File: src/rtl/ad7606_pkg.sv
// Shared types and default timing for the AD7606 parallel-interface controller.
package ad7606_pkg;

  localparam int unsigned CH_W   = 3;
  localparam int unsigned DATA_W = 16;
  localparam int unsigned CNT_W  = 16;

  localparam int unsigned NCH_DEF     = 8;
  localparam int unsigned T_RST_DEF   = 4;
  localparam int unsigned T_CONV_DEF  = 3;
  localparam int unsigned T_RDL_DEF   = 3;
  localparam int unsigned T_RDH_DEF   = 2;
  localparam int unsigned BUSY_TO_DEF = 1000;

  typedef enum logic [2:0] {
    RST_ADC,
    IDLE,
    CONV,
    WAIT_HI,
    WAIT_LO,
    RD_LO,
    RD_HI
  } state_e;

  // FRSTDATA is high only while the first channel of a conversion is on the bus.
  function automatic logic frst_expected(input logic [CH_W-1:0] ch);
    return (ch == '0);
  endfunction

endpackage

File: src/rtl/ad7606_sync.sv
// Two-flop synchronizer for asynchronous ADC status pins.
module ad7606_sync #(
  parameter int unsigned W = 1
) (
  input  logic         clk,
  input  logic         reset_r,
  input  logic [W-1:0] d_i,
  output logic [W-1:0] q_o
);

  logic [W-1:0] meta_q;
  logic [W-1:0] sync_q;

  always_ff @(posedge clk or posedge reset_r) begin
    if (reset_r) begin
      meta_q <= '0;
      sync_q <= '0;
    end else begin
      meta_q <= d_i;
      sync_q <= meta_q;
    end
  end

  assign q_o = sync_q;

endmodule

File: src/rtl/ad7606_ctrl.sv
// AD7606 parallel-interface controller: reset pulse, CONVST, BUSY tracking,
// CS/RD channel reads and a valid/ready sample stream.
module ad7606_ctrl
  import ad7606_pkg::*;
#(
  parameter int unsigned NCH     = NCH_DEF,
  parameter int unsigned T_RST   = T_RST_DEF,
  parameter int unsigned T_CONV  = T_CONV_DEF,
  parameter int unsigned T_RDL   = T_RDL_DEF,
  parameter int unsigned T_RDH   = T_RDH_DEF,
  parameter int unsigned BUSY_TO = BUSY_TO_DEF
) (
  input  logic              clk,
  input  logic              reset_r,
  input  logic              start_i,
  output logic              adc_reset_o,
  output logic              adc_convst_o,
  output logic              adc_cs_o,
  output logic              adc_rd_o,
  input  logic              adc_busy_i,
  input  logic              adc_frstdata_i,
  input  logic [DATA_W-1:0] adc_db_i,
  output logic [DATA_W-1:0] sample_o,
  output logic [CH_W-1:0]   chan_o,
  output logic              valid_o,
  input  logic              ready_i,
  output logic              busy_o,
  output logic              err_frst_o,
  output logic              err_to_o
);

  state_e            state_q, state_d;
  logic [CNT_W-1:0]  cnt_q, cnt_d;
  logic [CH_W-1:0]   ch_q, ch_d;
  logic              acc_q, acc_d;
  logic              acc_now;
  logic              adc_reset_q, adc_reset_d;
  logic              convst_q, convst_d;
  logic              cs_q, cs_d;
  logic              rd_q, rd_d;
  logic              valid_q, valid_d;
  logic [DATA_W-1:0] sample_q, sample_d;
  logic [CH_W-1:0]   chan_q, chan_d;
  logic              busy_q, busy_d;
  logic              err_frst_q, err_frst_d;
  logic              err_to_q, err_to_d;

  logic [1:0]        sync_s;
  logic              busy_s;
  logic              frst_s;

  ad7606_sync #(.W(2)) u_sync (
    .clk     (clk),
    .reset_r (reset_r),
    .d_i     ({adc_busy_i, adc_frstdata_i}),
    .q_o     (sync_s)
  );

  assign busy_s = sync_s[1];
  assign frst_s = sync_s[0];

  // Next-state, counters and next values of every registered output.
  always_comb begin
    state_d    = state_q;
    cnt_d      = cnt_q;
    ch_d       = ch_q;
    acc_d      = acc_q;
    acc_now    = 1'b0;
    sample_d   = sample_q;
    chan_d     = chan_q;
    valid_d    = valid_q && !ready_i;
    err_frst_d = err_frst_q;
    err_to_d   = 1'b0;

    case (state_q)
      RST_ADC: begin
        if (cnt_q >= CNT_W'(T_RST - 1)) begin
          state_d = IDLE;
          cnt_d   = '0;
        end else begin
          cnt_d = cnt_q + CNT_W'(1);
        end
      end
      IDLE: begin
        if (start_i) begin
          state_d    = CONV;
          cnt_d      = '0;
          err_frst_d = 1'b0;
        end
      end
      CONV: begin
        if (cnt_q >= CNT_W'(T_CONV - 1)) begin
          state_d = WAIT_HI;
          cnt_d   = '0;
        end else begin
          cnt_d = cnt_q + CNT_W'(1);
        end
      end
      // One counter spans both BUSY phases so the window is bounded as a whole.
      WAIT_HI: begin
        if (busy_s) begin
          state_d = WAIT_LO;
          cnt_d   = cnt_q + CNT_W'(1);
        end else if (cnt_q >= CNT_W'(BUSY_TO - 1)) begin
          state_d  = IDLE;
          err_to_d = 1'b1;
        end else begin
          cnt_d = cnt_q + CNT_W'(1);
        end
      end
      WAIT_LO: begin
        if (!busy_s) begin
          state_d = RD_LO;
          cnt_d   = '0;
          ch_d    = '0;
        end else if (cnt_q >= CNT_W'(BUSY_TO - 1)) begin
          state_d  = IDLE;
          err_to_d = 1'b1;
        end else begin
          cnt_d = cnt_q + CNT_W'(1);
        end
      end
      RD_LO: begin
        if (cnt_q >= CNT_W'(T_RDL - 1)) begin
          state_d  = RD_HI;
          cnt_d    = '0;
          acc_d    = 1'b0;
          sample_d = adc_db_i;
          chan_d   = ch_q;
          valid_d  = 1'b1;
          if (frst_s != frst_expected(ch_q)) begin
            err_frst_d = 1'b1;
          end
        end else begin
          cnt_d = cnt_q + CNT_W'(1);
        end
      end
      RD_HI: begin
        acc_now = acc_q || (valid_q && ready_i);
        acc_d   = acc_now;
        if (cnt_q < CNT_W'(T_RDH - 1)) begin
          cnt_d = cnt_q + CNT_W'(1);
        end
        if (acc_now && (cnt_q >= CNT_W'(T_RDH - 1))) begin
          cnt_d = '0;
          if (ch_q == CH_W'(NCH - 1)) begin
            state_d = IDLE;
          end else begin
            ch_d    = ch_q + CH_W'(1);
            state_d = RD_LO;
          end
        end
      end
      default: begin
        state_d = RST_ADC;
        cnt_d   = '0;
      end
    endcase

    adc_reset_d = (state_d == RST_ADC);
    convst_d    = (state_d != CONV);
    rd_d        = (state_d != RD_LO);
    cs_d        = !((state_d == RD_LO) || (state_d == RD_HI));
    busy_d      = (state_q != IDLE);
  end

  always_ff @(posedge clk or posedge reset_r) begin
    if (reset_r) begin
      state_q     <= RST_ADC;
      cnt_q       <= '0;
      ch_q        <= '0;
      acc_q       <= 1'b0;
      adc_reset_q <= 1'b1;
      convst_q    <= 1'b1;
      cs_q        <= 1'b1;
      rd_q        <= 1'b1;
      valid_q     <= 1'b0;
      sample_q    <= '0;
      chan_q      <= '0;
      busy_q      <= 1'b1;
      err_frst_q  <= 1'b0;
      err_to_q    <= 1'b0;
    end else begin
      state_q     <= state_d;
      cnt_q       <= cnt_d;
      ch_q        <= ch_d;
      acc_q       <= acc_d;
      adc_reset_q <= adc_reset_d;
      convst_q    <= convst_d;
      cs_q        <= cs_d;
      rd_q        <= rd_d;
      valid_q     <= valid_d;
      sample_q    <= sample_d;
      chan_q      <= chan_d;
      busy_q      <= busy_d;
      err_frst_q  <= err_frst_d;
      err_to_q    <= err_to_d;
    end
  end

  assign adc_reset_o  = adc_reset_q;
  assign adc_convst_o = convst_q;
  assign adc_cs_o     = cs_q;
  assign adc_rd_o     = rd_q;
  assign valid_o      = valid_q;
  assign sample_o     = sample_q;
  assign chan_o       = chan_q;
  assign busy_o       = busy_q;
  assign err_frst_o   = err_frst_q;
  assign err_to_o     = err_to_q;

endmodule
File: config.mk
export PLATFORM = sky130hd
export DESIGN_NAME = ad7606_ctrl
export DESIGN_NICKNAME = d
export VERILOG_FILES = /design/src/rtl/ad7606_pkg.sv /design/src/rtl/ad7606_sync.sv /design/src/rtl/ad7606_ctrl.sv
export SDC_FILE = /design/constraint.sdc
export NUM_CORES = 1
export LEC_CHECK = 0
export BUFFER_PORTS_ARGS = -buffer_cell sky130_fd_sc_hd__buf_2
export CORE_ASPECT_RATIO = 0.8
export CORE_MARGIN = 1
export CORE_UTILIZATION = 28
export DETAILED_ROUTE_END_ITERATION = 8
export PLACE_DENSITY = 0.55
export SLEW_MARGIN = 10
export SYNTH_ARGS = -nofsm -noshare
export SYNTH_HDL_FRONTEND = slang
export SYNTH_HIERARCHICAL = 1
export SYNTH_SLANG_ARGS = --single-unit
File: constraint.sdc
create_clock -name clk -period 4.35 [get_ports clk]
set_input_delay 0.87 -clock clk [delete_from_list [all_inputs] [get_ports clk]]
set_output_delay 0.87 -clock clk [all_outputs]
set_load 0.005 [all_outputs]
==> summary.md, run 1 <==
| Metric | Value |
|---|---|
| ANT nets after route | 0 |
| Min-Delay Path Class | reg2reg |
| H-tree depth | 2 |
| Fin. max-slew vios | 0 |
| DRC viols | 0 |
| Critical Path End Type | flip-flop |
| HPWL Detailed | between 4000 and 5000 microns |
| Met2 GRT Util | 16.5% |
| Core ar. | between 9000 and 10000 sq um |
| Die H | 91.0 microns |
| Mapped Nets | between 200 and 300 |
| Drt via density | approximately 4.8 |
| # rows | 32 |
| Capturing point of the worst reg2reg path | cnt_q[10] |
| Setup TNS Final | 0 ps |
| Root Buffer | clkbuf_16 |
| Synth Flop Type | dfrtp_1 |
| CTS tree | built |
| First-pass GRT wire length | 9760 microns |
| Skew-Pair Late Insertion Delay | 290 ps |
| Ys async rst share | 100% |
| Reg2reg start | cnt_q[3] |
| Met3 usage | 2.40% |
| Min-delay src | u_sync/meta_q[0] |
| Max stage delay on crit path | 730 ps |
| Delay-heaviest family, CP | simple AND/OR/NAND/NOR gates |
| FF+latch count, synth | 54 |
| Area delta synth->final | 19.3% |
| Initial Util | 28.7% |
| Post-synth top cells | dfrtp_1 (49), nand2_1 (25), nor2_1 (21) |
| CTS Buf Count | 5 |
| Synth warnings | 6 |
| Post-synth top area share | 44.2% |
| Final WL | 5880 microns |
| Placer congestion estimate | 0.794 |
| CTS clock-pin slew for the worst setup and hold paths | roughly 70 ps |
| Synth area leaders | dfrtp_1 (44%), mux2_2 (8.1%), dfstp_2 (4.7%) |
| Port Buf Inserts | 48 |
| Slew headroom | 34.7% |
| Arr. time, crit path | 2990 ps |
| Count leader, synth | dfrtp_1 |
| Initial antenna violation count | 0 |
| Synth Instances | 268 |
| Mean Syn Cell Area | 10.3 sq um |
| Worst Hold Path Cells | 0 |
| Sequential cell area fraction in the yosys report | about 50% |
| Nets | roughly 340 |
| Clock buffer depth | 2 |
| PwrDens | 295 nW/um^2 |
| Die W | 113 microns |
| Crit path depth | 6 |
| Minimum clock period | 2760 ps |
| Slowest-stage cell, CP | nor2_1 |
| Worst Hold End | u_sync/q_o[0] |
| Pin count of the biggest net entering global routing | 32 |
| Worst path bufs/invs | 0 |
| Post-Syn Area | approximately 2800 sq um |
| Worst Path Required | 4580 ps |
| DR WL/cell | 13.1 microns |
| Distinct cells, synth | 50 |
| Via count | 2181 |
| Fraction of layout cells with a size suffix above 1 | 28.0% |
| Drt pass-1 iters | 4 |
| Tightest Pin Transition | 973 ps |
| Vias in the first global route | just under 2000 |
| Gr usage total | between 10% and 20% |
| Maxcap violations | 0 |
| Cells on worst reg2reg path | 6 |
| Fmax | 0.362 GHz |
| Total power | 0.975 mW |
| Critical-path cell list | nor4_1 > and4_4 > a21oi_1 > a21o_1 > nor2_1 > a221o_1 |
| Status | complete, no violations |
| Setup bufs post-CTS | 0 |
| GR Util met1 | 18.2% |
| Peak VDD IR | 0.000132 V |
| Global route overflow | 0 |
| Startpoint Class | flip-flop |
| P_leak | between 1.5 and 2 nW |
| Clk sink count | 54 |
| Most used routing layer in global routing | met1 |
| PostCTS Resize Cnt | 0 |
| Post-route clock period utilization | 63.5% |
| Hold_buf cts | 0 |
| Area leader, netlist | dfrtp_1 |
| RSZ-0062 raised after global routing | no |
| Setup CP Type | reg2reg |
| Die area | 10300 sq um |
| Setup-failing EPs final | 0 |
| Starting DRT DRC Count | 115 |
| I/O pins | 49 |
| Clock Skew | 4.57 ps |
| Post-synth EDFFs | 0 |
| Ant. Diodes | 0 |
| Hold Fails Final Rpt | 0 |
| Flop2flop setup slack | 1590 ps |
| Critical path peak fanout | 14 |
==> final cells by class <==
class,count,area [sq um]
fill,996,6340
tap,136,170
inverter,15,56.3
clock buffer,6,129
multi-input combinational,186,1290
timing repair buffer,51,263
clock inverter,2,37.5
sequential,54,1360
==> flip-flops by register name, summed over array words and instances, names as in the netlist <==
signal,flops
cnt_q,16
sample_o,16
ch_q,3
chan_o,3
state_q,3
u_sync/meta_q,2
u_sync/q_o,2
acc_q,1
adc_convst_o,1
adc_cs_o,1
adc_rd_o,1
adc_reset_o,1
busy_o,1
err_frst_o,1
err_to_o,1
valid_o,1
==> cells in the final DEF (no fill, tap or decap), types with 6 or more instances in the layout <==
cell,synthesis,routed
nor3_1,12,12
nand2_1,25,25
a21oi_1,7,7
inv_1,15,14
mux2_2,20,20
nor2_1,21,21
a221o_1,11,11
ha_1,7,7
o21ai_0,9,9
or3_1,6,6
nor4_1,8,8
buf_2,7,48
dfrtp_1,49,49
==> layer usage <==
layer,wire length [microns],vias to the layer above
met5,0,-
met4,37,0
met3,238,2
met2,2510,44
met1,3090,1067
li1,-,1068
==> power by group <==
group	internal (mW)	switching [mW]
registers	0.504	0.00150
clock network	0.272	0.176
logic	0.00807	0.0133
total	0.784	0.191
==> through the flow <==
stage	hold WS (ps)	utilization [%]	cell area, sq um	instances	setup slack (ps)
6_report	355	34.3	3310	450	1590
5_1_grt	359	34.3	3310	450	1270
4_1_cts	357	34.3	3310	450	1530
3_5_place_dp	340	32.5	3140	442	1310
3_3_place_gp	337	32.5	3140	442	1420
2_1_floorplan	331	-	2770	268	2010
==> cell families (layout without fill, tap and decap cells) <==
| logic type | Yosys count | in the layout | share of synthesized area [%] |
|---|---|---|---|
| fa+ha+maj | 7 | 7 | 3.16 |
| flops | 54 | 54 | 49.0 |
| xor+xnor | 2 | 2 | 0.632 |
| simple gates | 101 | 101 | 19.3 |
| compound gates | 53 | 53 | 14.4 |
| buf+inv | 28 | 74 | 4.38 |
| mux | 23 | 23 | 9.21 |
==> worst max path at each step <==
stage | from | end | slack (ps)
CTS | cnt_q[3] | cnt_q[10] | 1530
detailed placement | ready_i | cnt_q[10] | 1310
global route | cnt_q[3] | cnt_q[10] | 1270
global placement | ready_i | cnt_q[0] | 1420
finish | cnt_q[3] | cnt_q[10] | 1590
floorplan | ready_i | cnt_q[5] | 2010
No activity file was read; power rests on OpenSTA's default activity.
==> run 2: changes to the inputs <==
PLACE_DENSITY = 0.56   (was 0.55)
clock period = 2.5 ns   (was 4.35 ns; I/O delays follow)
==> run 2 against run 1 <==
  * Sequential power up 74%
  * Final cell count increased by 3.6%
  * Flip-flop and latch count unchanged
  * Combinational power up 82%
==> summary.md, run 2 (same netlist as run 1, synthesis figures left out) <==
| Metric | Value |
|---|---|
| Fin util | 35.6% (+1.4 points) |
| First-pass GRT wire length | 10100 microns (+4.0%) |
| Area delta synth->final | 24.0% |
| Flop2flop setup slack | 190 ps (-1390 ps) |
| Slew headroom | 45.4% (+11 points) |
| Min-Delay Path Class | in2async |
| Vias in the first global route | 2053 (+5.2%) |
| Capturing point of the worst reg2reg path | cnt_q[11] |
| DRC viols | 0 (unchanged) |
| Setup WS post-layout | 194 ps (-1390 ps) |
| WHS | 84.3 ps (-270 ps) |
| Initial antenna violation count | 0 (unchanged) |
| Pin count of the biggest net entering global routing | 39 (+22%) |
| Startpoint Class | flip-flop |
| Hold Fails Final Rpt | 0 (unchanged) |
| Worst Path Required | 2680 ps (-1900 ps) |
| Final WL | 6110 microns (+4.0%) |
| Clock Skew | 8.24 ps (+3.67 ps) |
| Status | complete, no violations |
| P_leak | 1.66 nW (+5.1%) |
| Die W | 113 microns (unchanged) |
| Post-route clock period utilization | 92.2% (+29 points) |
| Clock network power share | 46.1% (about the same) |
| Commonest cells after routing, fill and taps aside | dfrtp_1 (49), buf_2 (48), nand2_1 (25) |
| Peak VDD IR | 0.000243 V (+84%) |
| Starting DRT DRC Count | 71 (-38%) |
| Global route overflow | 0 (unchanged) |
| ANT nets after route | 0 (unchanged) |
| Tightest Pin Transition | 818 ps (-155 ps) |
| Core ar. | 9650 sq um (unchanged) |
| CTS Buf Count | 5 (unchanged) |
| Critical Path End Type | flip-flop |
| Most common cell after layout, fill and taps aside | dfrtp_1 |
| Initial Util | 28.7% (unchanged) |
| Drt pass-1 iters | 4 (unchanged) |
| Port Buf Inserts | 48 (unchanged) |
| Skew-Pair Late Insertion Delay | 300 ps (about the same) |
| Comb power frac | 2.3% (about the same) |
| Pre-CTS setup slack | 227 ps (-1090 ps) |
| Sw frac | 20.0% (+0.49 points) |
| PwrDens | 495 nW/um^2 (+68%) |
| Gr usage total | 12.5% (+0.72 points) |
| Reg2reg start | cnt_q[1] |
| Minimum clock period | 2310 ps (-458 ps) |
| # rows | 32 (unchanged) |
| Fraction of layout cells with a size suffix above 1 | 32.4% (+4.4 points) |
| Crit path from | cnt_q[1] |
| Nets | 358 (+4.7%) |
| Clock buffer depth | 2 (unchanged) |
| Layout fillers | 972 (-2.4%) |
| Flop pwr share | 51.7% (-0.2 points) |
| Setup CP Type | reg2reg |
| Internal | 1.36 mW (+74%) |
| Maxcap violations | 0 (unchanged) |
| Total power | 1.70 mW (+75%) |
| Hold_buf cts | 0 (unchanged) |
| Placer congestion estimate | 0.831 (+4.7%) |
| Setup-failing EPs final | 0 (unchanged) |
| Ant. Diodes | 0 (unchanged) |
| Fin. max-slew vios | 0 (unchanged) |
| H-tree depth | 2 (unchanged) |
| Clk sink count | 54 (unchanged) |
| Setup TNS Final | 0 ps (unchanged) |
| NetSw | 0.341 mW (+79%) |
| Drt via density | 4.84 (-0.11%) |
| DR WL/cell | 13.1 microns (+0.44%) |
| Cells on worst reg2reg path | 9 (+3) |
| HPWL Detailed | 4410 microns (+2.7%) |
| Via count | 2256 (+3.4%) |
| Root Buffer | clkbuf_16 |
| Critical path peak fanout | 13 (-1) |
| Fmax | 0.434 GHz (+20%) |
| Die area | 10300 sq um (unchanged) |
| CTS clock-pin slew for the worst setup and hold paths | 70 ps (about the same) |
| I/O pins | 49 (unchanged) |
| Arr. time, crit path | 2490 ps (-500 ps) |
| CTS tree | built |
| Die H | 91.0 microns (unchanged) |
-- run 2: cell count changes in the layout (fill, tap and decap cells not counted), sizes merged --
cell,before,now
clkbuf,6,5
buf,51,67
clkinv,0,2
clkinvlp,1,0
-- run 2: metrics by stage --
| stage | instance area, sq um | cells |
|---|---|---|
| 2_1_floorplan | 2770 | 268 |
| 3_3_place_gp | 3260 | 458 |
| 3_5_place_dp | 3260 | 458 |
| 4_1_cts | 3430 | 466 |
| 5_1_grt | 3440 | 466 |
| 6_report | 3440 | 466 |
-- run 2: metal layers --
| metal | routed length (microns) | up-vias | GRT usage, % |
|---|---|---|---|
| met1 | 3080 | 1101 | 18.3 |
| li1 | - | 1097 | - |
| met2 | 2660 | 50 | 17.7 |
| met3 | 280 | 8 | 2.94 |
| met4 | 94 | 0 | 4.93 |
| met5 | 0 | - | 0 |
-- run 2: layout make-up --
| class | instances | area (sq um) | share of cell area [%] |
|---|---|---|---|
| Timing Repair Buffer | 67 | 383 | 11.1 |
| Sequential cell | 54 | 1360 | 39.5 |
| Clock inverter | 3 | 40.0 | 1.16 |
| Multi-Input combinational cell | 186 | 1310 | 38.0 |
| Tap cell | 136 | 170 | 4.95 |
| Inverter | 15 | 56.3 | 1.64 |
| Clock buffer | 5 | 125 | 3.64 |
-- run 2: what timing repair did --
action	CTS	global route
endpoints found under the setup margin	0	2
endpoints found under the hold margin	0	0
gates resized for setup	0	2
buffers inserted	0	0
-- run 2: critical path, cell delays in order (launching register included) --
cell and delay (ps):
dfrtp_1 440, inv_1 90, ha_1 200, nor4b_1 150
and4_1 250, a21o_1 240, a211oi_2 250, buf_4 240
nor4_1 70, a221o_1 270
-- run 2: power by group through the flow --
stage	clock [mW]	sequential [mW]	combinational [mW]
floorplan	0	0.895	0.0155
global placement	0	0.896	0.0398
CTS	0.812	0.879	0.0412
detailed placement	0	0.896	0.0411
global route	0.841	0.879	0.0454
finish	0.784	0.879	0.0388
-- run 2: worst max path at each step --
stage	to	slack, ps
2_1_floorplan	cnt_q[11]	280
3_3_place_gp	cnt_q[5]	290
3_5_place_dp	cnt_q[3]	230
4_1_cts	cnt_q[2]	210
5_1_grt	cnt_q[8]	-4
6_report	cnt_q[11]	190
==> run 3: changes to the inputs <==
SYNTH_HIERARCHICAL = not set   (was 1)
==> run 3 against run 2 <==
  * Highest routed layer unchanged
  * Core utilization is 0.55 points lower
  * Global-route usage is 0.89 points higher
  * Die area rose by 2.1%
==> summary.md, run 3 <==
| Metric | Value |
|---|---|
| Post-synth top area share | 43.3% (-0.94 points) |
| Clk sink count | 54 (unchanged) |
| Setup CP Type | reg2reg |
| Multi-input gate area | 1350 sq um (+3.4%) |
| Die area | 10500 sq um (+2.1%) |
| Most common cell after layout, fill and taps aside | dfrtp_1 |
| Clock Skew | 4.37 ps (-3.87 ps) |
| Drt pass-1 iters | 4 (unchanged) |
| Synth warnings | 0 (-6) |
| I/O pins | 49 (unchanged) |
| HPWL Detailed | 4780 microns (+8.4%) |
| Global route overflow | 0 (unchanged) |
| Reg2reg start | cnt_q[1] |
| Status | complete, no violations |
| Minimum clock period | 2360 ps (+52.7 ps) |
| Post-Syn Area | 2830 sq um (+2.2%) |
| Area delta synth->final | 20.5% |
| CTS tree | built |
| H-tree depth | 2 (unchanged) |
| Critical Path End Type | flip-flop |
| Placer congestion estimate | 0.859 (+3.3%) |
| Root Buffer | clkbuf_16 |
| Clock buffer depth | 2 (unchanged) |
| Post-route clock period utilization | 94.3% (+2.1 points) |
| DR WL/cell | 14.2 microns (+8.6%) |
| Drt via density | 4.95 (+2.3%) |
| Capturing point of the worst reg2reg path | cnt_q[11] |
| Maxcap violations | 0 (unchanged) |
| Gr usage total | 13.4% (+0.89 points) |
| Distinct cells, synth | 60 (+20%) |
| CTS clock-pin slew for the worst setup and hold paths | 70 ps (about the same) |
| Mapped Nets | 293 (-1.3%) |
| Initial Util | 29.1% (+0.38 points) |
| Final WL | 6470 microns (+5.8%) |
| Cells on worst reg2reg path | 7 (-2) |
| Fin util | 35.1% (-0.55 points) |
| Synth area leaders | dfrtp_1 (43%), mux2_2 (7.6%), dfstp_2 (4.6%) |
| Nets | 346 (-3.4%) |
| Post-DP Area | 3250 sq um (-0.46%) |
| Sequential cell area fraction in the yosys report | 47.9% (-1.0 points) |
| Mean Syn Cell Area | 10.7 sq um (+3.7%) |
| Fmax | 0.424 GHz (-2.2%) |
| First-pass GRT wire length | 11000 microns (+8.2%) |
| Hold Fails Final Rpt | 0 (unchanged) |
| Worst Path Required | 2690 ps (about the same) |
| Final Cell Area | 3410 sq um (-0.73%) |
| Vias in the first global route | 2118 (+3.2%) |
| Critical path peak fanout | 8 (-5) |
| Startpoint Class | flip-flop |
| P_leak | 1.59 nW (-4.1%) |
| FF+latch count, synth | 54 (unchanged) |
| Post-synth EDFFs | 0 (unchanged) |
| Commonest cells after routing, fill and taps aside | dfrtp_1 (49), buf_2 (48), mux2_2 (19) |
| Fin. max-slew vios | 0 (unchanged) |
| Reg area | 1360 sq um (unchanged) |
| Port Buf Inserts | 48 (unchanged) |
| Min-Delay Path Class | in2async |
| DRC viols | 0 (unchanged) |
| Ant. Diodes | 0 (unchanged) |
| Ys async rst share | 100% (unchanged) |
| Initial antenna violation count | 0 (unchanged) |
| Hold_buf cts | 0 (unchanged) |
| # rows | 32 (unchanged) |
| Die W | 114 microns (+1.1%) |
| Fraction of layout cells with a size suffix above 1 | 34.6% (+2.2 points) |
| Area leader, netlist | dfrtp_1 |
| Synth Flop Type | dfrtp_1 |
| Via count | 2248 (-0.35%) |
| Synth Instances | 264 (-1.5%) |
| Post-synth top cells | dfrtp_1 (49), mux2_2 (19), a21oi_1 (17), nand2_1 (17), nor2_1 (14) |
| Count leader, synth | dfrtp_1 |
| Starting DRT DRC Count | 119 (+68%) |
| ANT nets after route | 0 (unchanged) |
| Max stage delay on crit path | 470 ps (+30 ps) |
| Flop2flop setup slack | 140 ps (-50 ps) |
| Critical-path cell list | ha_1 > a211oi_2 > o311a_1 > a21oi_1 > o21ai_2 > nand2_1 > o41ai_2 |
| Die H | 92.0 microns (+1.1%) |
| Pin count of the biggest net entering global routing | 30 (-23%) |
| Slowest-stage cell, CP | dfrtp_1 |
| Core ar. | 9730 sq um (+0.83%) |
| RSZ-0062 raised after global routing | yes |
| PwrDens | 1040 nW/um^2 (+110%) |
| Layout fillers | 989 (+1.7%) |
| Slew headroom | 60.8% (+15 points) |
| Peak VDD IR | 0.000260 V (+7.1%) |
| Setup-failing EPs final | 0 (unchanged) |
| CTS Buf Count | 5 (unchanged) |
| Critical Path End | cnt_q[11] |
| Tightest Pin Transition | 587 ps (-230 ps) |
| Arr. time, crit path | 2550 ps (+60 ps) |
| Skew-Pair Late Insertion Delay | 290 ps (about the same) |
| Crit path from | cnt_q[1] |
[run 3: critical path, delay by kind of cell, from the launching register on]
kind	cells	cell delay [ps]
simple gates	1	110
fa+ha+maj	1	300
flops	1	470
compound gates	5	1370
[run 3: report_power, final]
part           internal [mW]  switching [mW]  leakage (nW)
combinational          0.736           0.833         0.829
clock                  0.371           0.317        0.0698
sequential              1.12           0.160         0.689
total                   2.23            1.31          1.59
[run 3: area by class of cell]
type / count / area share, %
tap: 136 / 4.99
timing repair buffer: 60 / 10.0
sequential: 54 / 39.8
clock buffer: 5 / 3.67
inverter: 12 / 1.32
multi-input combinational: 184 / 39.6
clock inverter: 3 / 0.623
[run 3: kinds of logic after synthesis]
kind of cell | after synthesis | synth area share, %
multiplexers | 20 | 7.91
XOR/XNOR | 1 | 0.309
adder cells (fa/ha/maj) | 7 | 3.09
flip-flops | 54 | 47.9
AND/OR/NAND/NOR | 83 | 17.2
buffers and inverters | 26 | 5.26
AO/OA/AOI/OAI | 73 | 18.3
[run 3: worst min path at each step]
stage,end,cells past startpoint
detailed placement,u_sync.q_o[1],0
global placement,u_sync.q_o[1],0
global route,u_sync.meta_q[0],1
finish,sample_o[14],2
floorplan,u_sync.q_o[0],0
CTS,chan_o[1],2
[run 3: through the flow]
| step | std cells | power [mW] | setup TNS [ps] | setup WS [ps] | hold slack [ps] |
|---|---|---|---|---|---|
| finish | 454 | 3.54 | 0 | 142 | 268 |
| global route | 454 | 3.82 | -2.32 | -2.32 | 305 |
| CTS | 454 | 3.57 | 0 | 44.4 | 285 |
| detailed placement | 446 | 2.85 | 0 | 76.3 | 336 |
| global placement | 446 | 2.83 | 0 | 189 | 338 |
| floorplan | 264 | 2.39 | 0 | 491 | 331 |
[run 3: repair_timing]
item | in CTS | in global routing
setup buffers | 0 | 0
resized for setup | 0 | 4
endpoints found under the setup margin | 0 | 4
[run 3: per-layer routing]
metal | wire length [microns] | GRT usage, %
met1 | 3290 | 20.1
met2 | 2700 | 18.2
met3 | 384 | 3.44
met4 | 94 | 4.87
met5 | 0 | 0
